===== config.mk =====
export PLATFORM = sky130hd
export DESIGN_NAME = fetch_unit
export DESIGN_NICKNAME = d
export VERILOG_FILES = /design/src/rtl/fetch_unit.sv
export SDC_FILE = /design/constraint.sdc
export NUM_CORES = 1
export LEC_CHECK = 0
export CAP_MARGIN = 10
export CORE_ASPECT_RATIO = 1.25
export CORE_UTILIZATION = 43
export CTS_CLUSTER_DIAMETER = 150
export DETAILED_ROUTE_END_ITERATION = 6
export GPL_TIMING_DRIVEN = 0
export PLACE_DENSITY = 0.78
export SLEW_MARGIN = 20
export SYNTH_ARGS = -nofsm -noshare
export SYNTH_HDL_FRONTEND = slang
export SYNTH_SLANG_ARGS = --single-unit

===== constraint.sdc =====
create_clock -name clk -period 3 [get_ports clk]
set_clock_uncertainty 0.1 [all_clocks]
set_input_delay 0.75 -clock clk [delete_from_list [all_inputs] [get_ports clk]]
set_output_delay 0.75 -clock clk [all_outputs]
set_load 0.02 [all_outputs]

===== src/rtl/fetch_unit.sv =====
// Instruction fetch stage: one outstanding imem read, a single-entry hold
// buffer for decode stalls, and redirect handling with response squashing.
module fetch_unit (
  input  logic        clk,
  input  logic        reset,
  input  logic        stall,
  input  logic        redirect,
  input  logic [31:0] redirect_pc,
  output logic        imem_req,
  output logic [31:0] imem_addr,
  input  logic        imem_gnt,
  input  logic        imem_rvalid,
  input  logic [31:0] imem_rdata,
  output logic        fd_wren,
  output logic [31:0] fd_ins,
  output logic [31:0] fd_next_pc,
  output logic [31:0] pc
);

  localparam int unsigned XLEN     = 32;
  localparam int unsigned INSN_INC = 4;

  typedef enum logic [1:0] {
    S_REQ  = 2'd0,
    S_WAIT = 2'd1,
    S_HOLD = 2'd2
  } state_t;

  state_t            state_q, state_d;
  logic              squash_q, squash_d;
  logic [XLEN-1:0]   buf_q, buf_d;
  logic [XLEN-1:0]   pc_q, pc_d;
  logic [XLEN-1:0]   pc_inc;
  logic [XLEN-1:0]   redirect_tgt;
  logic              unused_rpc_low;

  assign pc_inc         = XLEN'(pc_q + XLEN'(INSN_INC));
  assign redirect_tgt   = {redirect_pc[XLEN-1:2], 2'b00};
  assign unused_rpc_low = ^redirect_pc[1:0];
  assign imem_addr      = {pc_q[XLEN-1:2], 2'b00};
  assign pc             = pc_q;

  // State, squash flag, hold buffer and pc registers.
  always_ff @(posedge clk) begin
    if (reset) begin
      state_q  <= S_REQ;
      squash_q <= 1'b0;
      buf_q    <= '0;
      pc_q     <= '0;
    end else begin
      state_q  <= state_d;
      squash_q <= squash_d;
      buf_q    <= buf_d;
      pc_q     <= pc_d;
    end
  end

  // Next-state and output decode; redirect outranks stall and rvalid.
  always_comb begin
    state_d    = state_q;
    squash_d   = squash_q;
    buf_d      = buf_q;
    pc_d       = pc_q;
    imem_req   = 1'b0;
    fd_wren    = 1'b0;
    fd_ins     = '0;
    fd_next_pc = '0;

    unique case (state_q)
      S_REQ: begin
        imem_req = 1'b1;
        if (redirect) begin
          pc_d    = redirect_tgt;
          fd_wren = 1'b1;
          if (imem_gnt) begin
            state_d  = S_WAIT;
            squash_d = 1'b1;
          end
        end else if (imem_gnt) begin
          state_d = S_WAIT;
        end
      end

      S_WAIT: begin
        if (redirect) begin
          pc_d    = redirect_tgt;
          fd_wren = 1'b1;
          if (imem_rvalid) begin
            squash_d = 1'b0;
            state_d  = S_REQ;
          end else begin
            squash_d = 1'b1;
          end
        end else if (imem_rvalid) begin
          if (squash_q) begin
            squash_d = 1'b0;
            state_d  = S_REQ;
          end else if (stall) begin
            buf_d   = imem_rdata;
            state_d = S_HOLD;
          end else begin
            fd_wren    = 1'b1;
            fd_ins     = imem_rdata;
            fd_next_pc = pc_inc;
            pc_d       = pc_inc;
            state_d    = S_REQ;
          end
        end
      end

      S_HOLD: begin
        if (redirect) begin
          pc_d    = redirect_tgt;
          fd_wren = 1'b1;
          buf_d   = '0;
          state_d = S_REQ;
        end else if (!stall) begin
          fd_wren    = 1'b1;
          fd_ins     = buf_q;
          fd_next_pc = pc_inc;
          pc_d       = pc_inc;
          state_d    = S_REQ;
        end
      end

      default: begin
        state_d = S_REQ;
      end
    endcase

    // Reset masks every output combinationally.
    if (reset) begin
      imem_req   = 1'b0;
      fd_wren    = 1'b0;
      fd_ins     = '0;
      fd_next_pc = '0;
    end
  end

endmodule


==> results.md <==
* Mux contribution to synthesized area at 0.00484
* Mapped Area at 4660 um^2
* Core area at 10600 um^2
* Clock latency on the worst-skew pair at 0.34 ns
* TritonCTS clock tree: built
* Iteration-0 DRC Markers at 350
* Post-synth cell types at 69
* Sequential fraction of the synthesis area at 0.279
* RSZ-0062 raised after global routing: yes
* Final setup fails at 1
* Setup crit end kind: output pin
* Final hold violation count at 0
* Status: finished, violations left
* Post-synth ARST share at 0
* Post-synthesis simple-gate area fraction at 0.295
* Cts bufs inserted at 9
* # IOs at 200
* Global-route usage over all layers at 0.303
* DRT Pass-1 Iters at 5
* Startpoint types: flip-flop
* CP cell instances: buf_6, nand3_4, nor4_4, buf_4, buf_12, nand3_4, or3_1, a21oi_2, buf_6
* Drt drc at 0
* # diodes at 0
* Period utilization at 1.01
* Rel. slew slack at 0.571
* Final ANT Viol Nets at 0
* Chip Width at 95.1 um
* Synth Instances at 655
* Post-synth EDFFs at 0
* Filler cell count at 920
* Worst-path clk slew at 0.06 ns
* CP max FO at 8
* Largest net degree at the start of global routing at 20
* Share of cells above drive strength 1 at 0.268
* Failing checks: setup timing
* Area leader, netlist: dfxtp_1
* Vias at 5792
* Synth Area in Adders at 0.0134
* Dpl cells at 981
* First-pass GRT wire length at 26900 um
* Vias in the first global route at 5368
* Synth area leaders: dfxtp_1 (28%), nor2_1 (7.0%), a21oi_1 (6.6%)
* Detailed Route WL at 17400 um
* Pleak at 2.88 nW
* Root buf cell: clkbuf_16
* Top_reg_cell synth: dfxtp_1
* Area grow syn2layout at 57.0%
* Yosys reg bits at 65
* Die footprint at 11300 um^2
* Die height at 118 um
* Warnings, synthesis at 0
* Synth Area in Compound Gates at 0.236
* H-tree Lvls at 3
* Nets@finish at 959
* Vias per cell at 5.67
* FMAX at 332 MHz
* Initial antenna violation count at 0
* Largest family of logic cells by synthesized area: simple AND/OR/NAND/NOR gates
* Grt ovf at 0
* Starting density of the core at 0.441
* Share of the synthesized area in the top cell type at 0.279
* Critical Path Max Stage Delay at 0.34 ns
* Fin crit period at 3.02 ns
* Setup ws final at -0.0164 ns
* Finished Core Util at 0.692
* # port buffers at 189
* Post-DP HPWL at 12500 um
* Row count at 42
* TritonCTS Sinks at 65
* Pre-CTS setup slack at -1.28 ns
* XOR/XNOR share of the synthesized area at 0.0489
* Slew @ Worst Pin at 0.644 ns
* PD cells at 413 nW/um^2
* Critical Path RT at 2.15 ns
* Peak supply drop at 0.291 mV
* CTS max path bufs at 2
* Slowest-stage cell, CP: or3_1
* GP Congestion at 0.909
* Wire length per cell at 17.0 um
* Layout Cells excl Fill at 1021
* Max Cap Violations at 0
* Pins Over Slew Limit at 0
* Synthesized area per cell at 7.11 um^2
* Worst Path Arrival at 2.17 ns
* Kind of critical path: flip-flop to output pin
* Worst hold path type: flip-flop to flip-flop
area by class of cell:
type	count	area, um^2	area share
Tap cell	132	165	0.0226
Multi-Input combinational cell	488	2990	0.409
Timing Repair Buffer	217	1840	0.252
Buffer	88	597	0.0816
Sequential cell	65	1350	0.185
Inverter	15	61.3	0.00838
Clock inverter	7	78.8	0.0108
Clock buffer	9	225	0.0308
cell families after synthesis:
group | after synthesis
fa+ha+maj | 5
simple gates | 281
flops | 65
mux | 2
compound gates | 168
xor+xnor | 26
other cells | 1
buf+inv | 107
state kept, by name (all words and copies together) (netlist names):
name and count:
squash_q 1, state_q 2, pc 30, buf_q 32
metal layers:
metal  track usage  wire length (um)  vias up
li1              -                 -     2752
met1         0.348              6490     2670
met2         0.521              8670      317
met3        0.0656              1630       53
met4         0.136               576        0
met5             0                 0        -
critical path: cells and delay by family (launching register included):
family	cells	cell delay [ns]
simple gates	4	0.79
buf+inv	4	0.54
flops	1	0.33
compound gates	1	0.15
worst paths after layout:
| kind | endpoint | cells after the start | from | slack [ns] |
|---|---|---|---|---|
| hold reg to reg | buf_q[16] | 2 | buf_q[16] | 0.35 |
| hold / removal | buf_q[16] | 2 | buf_q[16] | 0.35 |
| setup reg to reg | pc[9] | 8 | state_q[0] | 0.47 |
| setup / recovery | fd_next_pc[27] | 9 | pc[7] | -0.02 |
Yosys cell counts, drive strengths merged, types with 3 or more instances:
cell and count:
nor4 4, o32ai 6, xnor2 15, a22oi 36
nand4b 4, or4 3, nand4 11, buf 55
nor2b 5, and2 6, o21ai 19, nor3 11
nand3 50, a21oi 62, xor2 11, inv 14
dfxtp 65, a31oi 6, nand2 76, o31ai 4
nor2 87, clkbuf 37, a22o 3, nand2b 7
or3 3, and4 4, o2bb2ai 4, and3 6
ha 5
power breakdown:
group          switching, mW  leakage [nW]  total, mW  internal [mW]
logic                  0.462          2.18      0.915          0.453
clock network          0.435         0.150       1.08          0.650
registers             0.0940         0.541       1.02          0.924
cell usage in the layout (no fill, tap or decap), drive strengths merged, types with 11 or more instances in the layout:
cell / n
nor3: 11
buf: 140
dfxtp: 65
nand4: 11
inv: 15
nor2: 87
o21ai: 19
xnor2: 15
nand2: 76
a22oi: 36
a21oi: 62
clkbuf: 45
nand3: 50
clkdlybuf4s50: 124
xor2: 11
repair_timing:
item,CTS,global route
resized for setup,315,55
setup buffers,18,10
hold buffers,0,0
pin swaps,11,9
setup endpoints to repair,64,57
through the flow:
stage	hold slack, ns	instance area, um^2	setup TNS (ns)	total power, mW
after global placement	0.339	6730	-70.47	1.85
after detailed placement	0.346	6730	-69.32	1.86
after CTS	0.353	7350	-0.0413	2.98
after global routing	0.366	7310	-0.170	3.14
final	0.351	7310	-0.0164	3.02
after floorplan	0.332	4680	0	1.48
No activity file was read; power rests on OpenSTA's default activity.
